==> src/rtl/gray_pkg.sv <==
// gray_pkg: shared Gray-code helpers for gray_counter and its downstream
// gray_to_binary consumer. Helpers work on a 16-bit container (the widest
// legal counter) and take the active width so callers can size-cast results.
package gray_pkg;

  // Widest counter the helpers support.
  localparam int GRAY_MAX_WIDTH = 16;

  // Width of the default build, matching the 4-bit gray_to_binary downstream.
  localparam int GRAY_WIDTH = 4;

  // Largest binary count of the default build (the last code before wrap).
  localparam logic [GRAY_MAX_WIDTH-1:0] GRAY_MAX_BIN =
    GRAY_MAX_WIDTH'((1 << GRAY_WIDTH) - 1);

  // Binary to reflected Gray: each bit is the XOR of itself and the next
  // higher binary bit. Bits above the active width are forced to zero.
  function automatic logic [GRAY_MAX_WIDTH-1:0] bin2gray(
    input logic [GRAY_MAX_WIDTH-1:0] bin,
    input int                        width
  );
    logic [GRAY_MAX_WIDTH-1:0] masked;
    masked = '0;
    for (int i = 0; i < GRAY_MAX_WIDTH; i++) begin
      if (i < width) begin
        masked[i] = bin[i];
      end
    end
    return masked ^ (masked >> 1);
  endfunction

  // Gray to binary as a prefix XOR running from the MSB downwards; this is
  // the same bit order gray_to_binary uses, so both agree bit-for-bit.
  function automatic logic [GRAY_MAX_WIDTH-1:0] gray2bin(
    input logic [GRAY_MAX_WIDTH-1:0] gray,
    input int                        width
  );
    logic [GRAY_MAX_WIDTH-1:0] bin;
    logic                      acc;
    bin = '0;
    acc = 1'b0;
    for (int i = GRAY_MAX_WIDTH - 1; i >= 0; i--) begin
      if (i < width) begin
        acc    = acc ^ gray[i];
        bin[i] = acc;
      end
    end
    return bin;
  endfunction

endpackage

==> src/rtl/gray_counter.sv <==
// gray_counter: synchronous up/down Gray-code generator with synchronous
// load, a one-cycle wrap pulse and a valid/ready output handshake.
// Optional build macro GRAY_COUNTER_SATURATE_EN: steps at either end of the
// range hold the count and pulse wrap as a "limit hit" flag instead of
// rolling over.
module gray_counter
  import gray_pkg::*;
#(
  parameter int WIDTH = 4
) (
  input  logic             clk,
  input  logic             rst,
  input  logic             en,
  input  logic             up,
  input  logic             load,
  input  logic [WIDTH-1:0] load_gray,
  output logic [WIDTH-1:0] gray,
  output logic             out_valid,
  input  logic             out_ready,
  output logic             wrap
);

  localparam logic [WIDTH-1:0] MAX_BIN = {WIDTH{1'b1}};
  localparam logic [WIDTH-1:0] ONE_BIN = WIDTH'(1);

  logic [WIDTH-1:0] r_bin;
  logic [WIDTH-1:0] r_gray;
  logic             r_outValid;
  logic             r_wrap;

  logic             w_accept;
  logic             w_step;
  logic             w_atLimit;
  logic [WIDTH-1:0] w_binStep;
  logic [WIDTH-1:0] w_stepBin;
  logic [WIDTH-1:0] w_stepGray;
  logic [WIDTH-1:0] w_loadBin;

  // A code is consumed only when it is both offered and taken; load wins
  // over stepping, and en only gates the count, never the handshake.
  assign w_accept = r_outValid & out_ready;
  assign w_step   = w_accept & en & ~load;

  // Next-state arithmetic: the candidate count for a step, whether that step
  // crosses an end of the sequence, and the matching Gray code.
  always_comb begin
    w_atLimit = up ? (r_bin == MAX_BIN) : (r_bin == '0);
    w_binStep = up ? (r_bin + ONE_BIN) : (r_bin - ONE_BIN);
`ifdef GRAY_COUNTER_SATURATE_EN
    w_stepBin = w_atLimit ? r_bin : w_binStep;
`else
    w_stepBin = w_binStep;
`endif
    w_stepGray = WIDTH'(bin2gray(GRAY_MAX_WIDTH'(w_stepBin), WIDTH));
    w_loadBin  = WIDTH'(gray2bin(GRAY_MAX_WIDTH'(load_gray), WIDTH));
  end

  // State register: reset beats load, load beats step, otherwise hold; the
  // Gray output is registered so no input reaches it combinationally.
  always_ff @(posedge clk) begin
    if (rst) begin
      r_bin      <= '0;
      r_gray     <= '0;
      r_outValid <= 1'b0;
      r_wrap     <= 1'b0;
    end else if (load) begin
      r_bin      <= w_loadBin;
      r_gray     <= load_gray;
      r_outValid <= 1'b1;
      r_wrap     <= 1'b0;
    end else if (w_step) begin
      r_bin      <= w_stepBin;
      r_gray     <= w_stepGray;
      r_outValid <= 1'b1;
      r_wrap     <= w_atLimit;
    end else begin
      r_outValid <= 1'b1;
      r_wrap     <= 1'b0;
    end
  end

  assign gray      = r_gray;
  assign out_valid = r_outValid;
  assign wrap      = r_wrap;

endmodule

==> config.mk <==
export PLATFORM = sky130hd
export DESIGN_NAME = gray_counter
export DESIGN_NICKNAME = d
export VERILOG_FILES = /design/src/rtl/gray_pkg.sv /design/src/rtl/gray_counter.sv
export SDC_FILE = /design/constraint.sdc
export NUM_CORES = 1
export LEC_CHECK = 0
export CORE_MARGIN = 4
export CORE_UTILIZATION = 40
export DETAILED_ROUTE_END_ITERATION = 6
export HOLD_SLACK_MARGIN = 0.1
export PLACE_DENSITY = 0.72
export RECOVER_POWER = 25
export SYNTH_ARGS = -nofsm -noshare
export SYNTH_HDL_FRONTEND = slang
export SYNTH_SLANG_ARGS = --single-unit
export TNS_END_PERCENT = 100
==> constraint.sdc <==
create_clock -name clk -period 1.7 [get_ports clk]
set_clock_uncertainty 0.15 [all_clocks]
set_input_delay 0.17 -clock clk [delete_from_list [all_inputs] [get_ports clk]]
set_output_delay 0.17 -clock clk [all_outputs]
set_load 0.01 [all_outputs]
==> flow_summary_export.csv, run 1 <==
group,metric,value,unit
worst_setup_path,cp.required,1730,ps
hold_path,hold_path.class,"primary input to flop",
power,power_leakage,0.000361,uW
synthesis,syn_area,566,sq um
floorplan,ioPinCount,16,
drt,routed_wl,1370,um
worst_setup_path,startpoint_type,"flop",
floorplan,row_count,13,
clock_network,path_clk_slew,60,ps
synthesis,ys_warn_count,0,
worst_setup_path,path_class,"flop to flop",
placement,dp_slack,-434,ps
placement,portBuffers,15,
run_status,status,"completed",
synthesis,yosysUniqueCellTypes,28,
drt,first_pass_iters,4,
synthesis,synthTopCellsByCount,"dfxtp_1, xnor2_1, a21oi_1, nand2_1, inv_1",
placement,hpwl,1050,um
drt,drc_errors,0,
clock_network,cts_tree,"yes",
synthesis,async_flop_share,0,%
synthesis,synth-edff-count,0,
layout,num_antenna_cells,0,
clock_network,cts.root.buffer_cell,"clkbuf_4",
clock_network,cts_buffers,3,
grt,overflow,0,
power,p_clk_share,24.7,%
synthesis,synthesis.nets,79,
placement,gp_congestion,0.829,
power,combPwrFrac,40.2,%
sta,period_needed,1680,ps
sta,worstMarginPinSlew,402,ps
worst_setup_path,end_kind,"flop",
grt,grt_usage,15.6,%
worst_setup_path,critPathMaxFanout,3,
drt,route.vias.total,552,
layout,final_cell_area,885,sq um
drt,via_per_inst,5.11,
worst_setup_path,cp_top_family,"XOR/XNOR gates",
floorplan,start_util,42.9,%
worst_setup_path,cp_cell_sequence,"inv_2, fa_2, xnor2_2, xnor2_1, nand2_1, a221oi_2",
synthesis,synth_most_common_cell,"dfxtp_1",
sta,grt_setup_unrepaired,"yes",
floorplan,die_y,45.6,um
synthesis,syn_inst,66,
layout,nets,107,
floorplan,dieArea,0.00208,sq mm
grt,grt_max_degree,11,
placement,placed_area,801,sq um
layout,nFillCells,109,
power,ir_worst_vdd,507,uV
drt,drt_iter0_drc,8,
grt,grt_pass1_wl,2340,um
synthesis,synth-main-ff-cell,"dfxtp_1",
power,intPower,477,uW
job,drv_cap,0,
clock_network,clockBufferDepth,2,
synthesis,seq_area_frac_synth,31.9,%
worst_setup_path,slowest_stage,"fa_2",
sta,hold_viol,0,
drt,routedWlPerCell,12.7,um
grt,antenna_found_initial,0,
synthesis,ys_ff_latch,9,
synthesis,syn_avg_cell_area,8.57,sq um
layout,syn2layout_area_growth,56.4,%
power,power_density,766,mW/mm^2
sta,setup_viol,0,
sta,fmax,594,MHz
power,p_sw,200,uW
floorplan,core-area,0.00132,sq mm
layout,drive_gt1_share,30.1,%
sta,maxSlewViolCount,0,
clock_network,cts_hold_buf,0,
floorplan,fp.dieW,45.6,um
clock_network,htree_levels,1,
worst_setup_path,path_buf_inv,1,
drt,ant_nets,0,
sta,final.period_utilization,99.0,%
sta,maxSlewHeadroom,73.2,%
synthesis,synth_top_cell_by_area,"dfxtp_1",
sta,layout_setup_ws,16.8,ps
clock_network,clk_latency,260,ps
worst_setup_path,cp_slowest_stage_delay,360,ps
worst_setup_path,cp.arrival,1710,ps
grt,grt_pass1_vias,579,
power,power_switching_share,29.6,%
synthesis,synth_top_area_share,31.9,%
clock_network,cts_sinks,9,
synthesis,synthTopCellsByArea,"dfxtp_1, xnor2_1, a21oi_1",
power,pwr-share-seq,35.2,%
-- flip-flops by register name (all words and copies together) (netlist names) --
register   flops
r_bin          4
gray           3
wrap           1
out_valid      1
-- timing repair --
action	4_1_cts	5_1_grt
pin swaps	4	5
resized for setup	9	3
endpoints found under the setup margin	5	5
setup buffers	1	1
-- path summary, 6_finish.rpt --
check | to | start | depth (start not counted) | slack [ps]
worst max-delay path | gray[1] | r_bin[0] | 6 | 20
worst min register to register | r_bin[3] | r_bin[3] | 2 | 420
worst max register to register | gray[1] | r_bin[0] | 6 | 20
worst min-delay path | wrap | up | 4 | 320
-- area by class of cell --
type	count	area (sq um)	area share (%)
multi-input combinational	48	399	45.1
timing repair buffer	27	239	27.0
inverter	5	18.8	2.12
sequential	9	183	20.7
tap	15	18.8	2.12
clock buffer	4	26.3	2.97
-- power by group through the flow --
stage / combinational [uW] / sequential [uW] / clock [uW]
2_1_floorplan: 137 / 246 / 0
3_3_place_gp: 232 / 240 / 0
3_5_place_dp: 237 / 241 / 0
4_1_cts: 266 / 238 / 170
5_1_grt: 297 / 239 / 183
6_report: 272 / 238 / 167
-- logic make-up (layout without fill, tap and decap cells) --
| kind of cell | count (synthesis) | count (layout) | synth area share (%) |
|---|---|---|---|
| simple gates | 19 | 19 | 17.0 |
| compound gates | 17 | 17 | 19.9 |
| xor+xnor | 9 | 9 | 16.4 |
| flops | 9 | 9 | 31.9 |
| buf+inv | 9 | 36 | 6.86 |
| fa+ha+maj | 3 | 3 | 7.96 |
-- worst register-to-register path, delay by kind of cell (launching register included) --
family | cells | cell delay (ps)
AO/OA/AOI/OAI | 1 | 250
XOR/XNOR | 2 | 370
adder cells (fa/ha/maj) | 1 | 360
buffers and inverters | 1 | 40
flip-flops | 1 | 330
AND/OR/NAND/NOR | 1 | 90
-- through the flow --
| stage | hold slack (ps) | total power [uW] | setup TNS [ps] | util [%] | cells |
|---|---|---|---|---|---|
| final | 318 | 677 | 0 | 67.1 | 108 |
| after global routing | 360 | 719 | -92.5 | 67.1 | 108 |
| after CTS | 319 | 674 | -5.32 | 65.9 | 107 |
| after floorplan | 165 | 383 | 0 | - | 66 |
| after global placement | 395 | 472 | -1970 | 60.8 | 102 |
| after detailed placement | 409 | 478 | -2180 | 60.8 | 102 |
-- cell usage in the layout (no fill, tap or decap), drive strengths merged, types with 2 or more instances in the layout --
cell	netlist	final
inv	5	5
buf	2	11
ha	2	2
xnor2	8	8
and3	2	2
dfxtp	9	9
a21oi	6	6
nor2	2	2
clkbuf	2	5
clkdlybuf4s50	0	13
a211o	3	3
nand3	4	4
nand2	6	6
a211oi	2	2
-- per-layer routing --
metal	routed length [um]	track usage, %	share of wire, %
met1	626	20.0	46
met2	655	25.6	48
met3	72	3.16	5.3
met4	17	5.26	1.2
met5	0	0	0
Note: power is estimated with default switching activity, not from simulation.
==> run 2, diff against run 1 <==
Settings changed: ABC_AREA set to 1, GPL_TIMING_DRIVEN set to 0, PLACE_DENSITY 0.72 to 0.7.
==> run 2 against run 1 <==
Net effect: via count increased by 16%; critical path depth grew 1; sequential power is essentially flat; register-to-register slack better by 110 ps; hold slack better by 52 ps; total power fell by 16%; combinational power decreased by 37%; worst setup slack gained 110 ps; synthesized area rose by 13%; cell count grew 24%; critical endpoint unchanged; largest cell class unchanged.
==> flow_summary_export.csv, run 2 <==
group,metric,value,unit
layout,final_common_cell,"nand2_1",
sta,fmax,635,MHz
grt,grt_max_degree,7,
layout,largest-register,"r_bin",
sta,hold_viol,0,
drt,first_pass_iters,4,
floorplan,dieArea,0.00231,sq mm
sta,period_needed,1570,ps
run_status,status,"completed",
synthesis,ys_warn_count,0,
drt,drt_iter0_drc,13,
clock_network,cts.root.buffer_cell,"clkbuf_4",
power,power_density,675,mW/mm^2
layout,syn2layout_area_growth,32.0,%
clock_network,cts_sinks,9,
layout,largest_reg_flops,4,
synthesis,synth_top_cell_by_area,"dfxtp_1",
clock_network,clockBufferDepth,2,
clock_network,clk_latency,260,ps
placement,hpwl,1120,um
grt,grt_pass1_wl,2210,um
clock_network,cts_tree,"yes",
synthesis,seq_area_frac_synth,28.1,%
layout,mostFrequentLayoutCells,"nand2_1, inv_1, clkdlybuf4s50_1",
placement,gp_congestion,0.761,
drt,drc_errors,0,
placement,portBuffers,15,
drt,routed_wl,1330,um
power,power_leakage,0.000422,uW
floorplan,core-area,0.00151,sq mm
worst_setup_path,cp.required,1710,ps
clock_network,path_clk_slew,60,ps
worst_setup_path,critPathMaxFanout,5,
floorplan,row_count,14,
worst_setup_path,startpoint_type,"flop",
synthesis,synth-edff-count,0,
synthesis,syn_inst,99,
synthesis,syn_avg_cell_area,6.48,sq um
layout,nets,132,
sta,layout_setup_ws,125,ps
clock_network,cts_buffers,3,
layout,num_antenna_cells,0,
drt,route.vias.total,640,
grt,antenna_found_initial,0,
worst_setup_path,cp.arrival,1580,ps
grt,overflow,0,
floorplan,ioPinCount,16,
drt,routedWlPerCell,9.89,um
floorplan,fp.dieW,48.1,um
floorplan,die_y,48.1,um
sta,tns,0,ps
clock_network,htree_levels,1,
layout,drive_gt1_share,17.8,%
synthesis,synth_top_area_share,28.1,%
synthesis,synthTopCellsByArea,"dfxtp_1, nand2_1, inv_1",
drt,via_per_inst,4.78,
worst_setup_path,end_kind,"flop",
grt,grt_usage,13.5,%
worst_setup_path,path_class,"flop to flop",
sta,maxSlewHeadroom,84.1,%
synthesis,synthTopCellsByCount,"nand2_1, inv_1, nand3_1",
hold_path,hold_path.class,"primary input to flop",
grt,grt_pass1_vias,545,
sta,maxSlewViolCount,0,
sta,final.period_utilization,92.6,%
synthesis,yosysUniqueCellTypes,24,
sta,worstMarginPinSlew,237,ps
synthesis,ys_ff_latch,9,
job,drv_cap,0,
power,ir_worst_vdd,508,uV
sta,setup_viol,0,
synthesis,synth_most_common_cell,"nand2_1",
synthesis,synthesis.nets,112,
drt,ant_nets,0,
clock_network,cts_setup_buffers,0,
placement,dp_slack,-317,ps
sta,grt_setup_unrepaired,"no",
synthesis,synth-main-ff-cell,"dfxtp_1",
synthesis,syn_area,642,sq um
synthesis,async_flop_share,0,%
floorplan,start_util,42.6,%
==> run 2: area by class of cell <==
class	instances	area, sq um
plain buffers	1	7.51
clock buffers	4	26.3
fillers	157	659
inverters	22	88.8
multi-input cells	67	370
flip-flops and latches	9	185
well taps	16	20.0
repair buffers	15	149
==> run 2: what timing repair did <==
| item | 4_1_cts | 5_1_grt |
|---|---|---|
| setup endpoints to repair | 3 | 2 |
| resized for setup | 2 | 4 |
| pin swaps | 0 | 1 |
| hold buffers | 0 | 0 |
==> run 2: final timing paths <==
kind | startpoint | cells after the start | slack [ps] | to
max | r_bin[0] | 7 | 130 | gray[1]
min | up | 5 | 370 | wrap
max reg2reg | r_bin[0] | 7 | 130 | gray[1]
min reg2reg | r_bin[1] | 2 | 370 | r_bin[1]
==> run 2: kinds of logic (layout without fill, tap and decap cells) <==
logic type / count (synthesis) / after routing / share of synthesized area (%)
simple gates: 54 / 54 / 40.4
flops: 9 / 9 / 28.1
fa+ha+maj: 3 / 3 / 7.02
xor+xnor: 1 / 1 / 1.36
buf+inv: 23 / 42 / 15.0
compound gates: 9 / 9 / 8.19
==> run 2: metal layers <==
| metal | global-route usage (%) | wire length [um] |
|---|---|---|
| met1 | 17.3 | 630 |
| met2 | 21.1 | 619 |
| met3 | 6.39 | 75 |
| met4 | 1.61 | 0 |
| met5 | 0 | 0 |
==> run 2: critical path: stages, from the launching register on <==
cell and delay [ps]:
dfxtp_4 370, inv_1 80, fa_2 580, inv_1 60
nand2_1 70, nand3_2 70, nand2_1 50, inv_1 30
==> run 2: through the flow <==
stage / hold WS (ps) / area (sq um) / utilization (%) / instances / power, uW
2_1_floorplan: 89.1 / 642 / - / 99 / 351
3_3_place_gp: 371 / 812 / 53.9 / 130 / 411
3_5_place_dp: 380 / 812 / 53.9 / 130 / 414
4_1_cts: 368 / 838 / 55.6 / 134 / 575
5_1_grt: 413 / 847 / 56.2 / 134 / 617
6_report: 369 / 847 / 56.2 / 134 / 572
==> run 2: power by group <==
group / leakage, uW / switching, uW / internal (uW)
clock: 0.0000150 / 70.2 / 90.2
combinational: 0.000332 / 91.2 / 80.7
sequential: 0.0000753 / 14.0 / 226
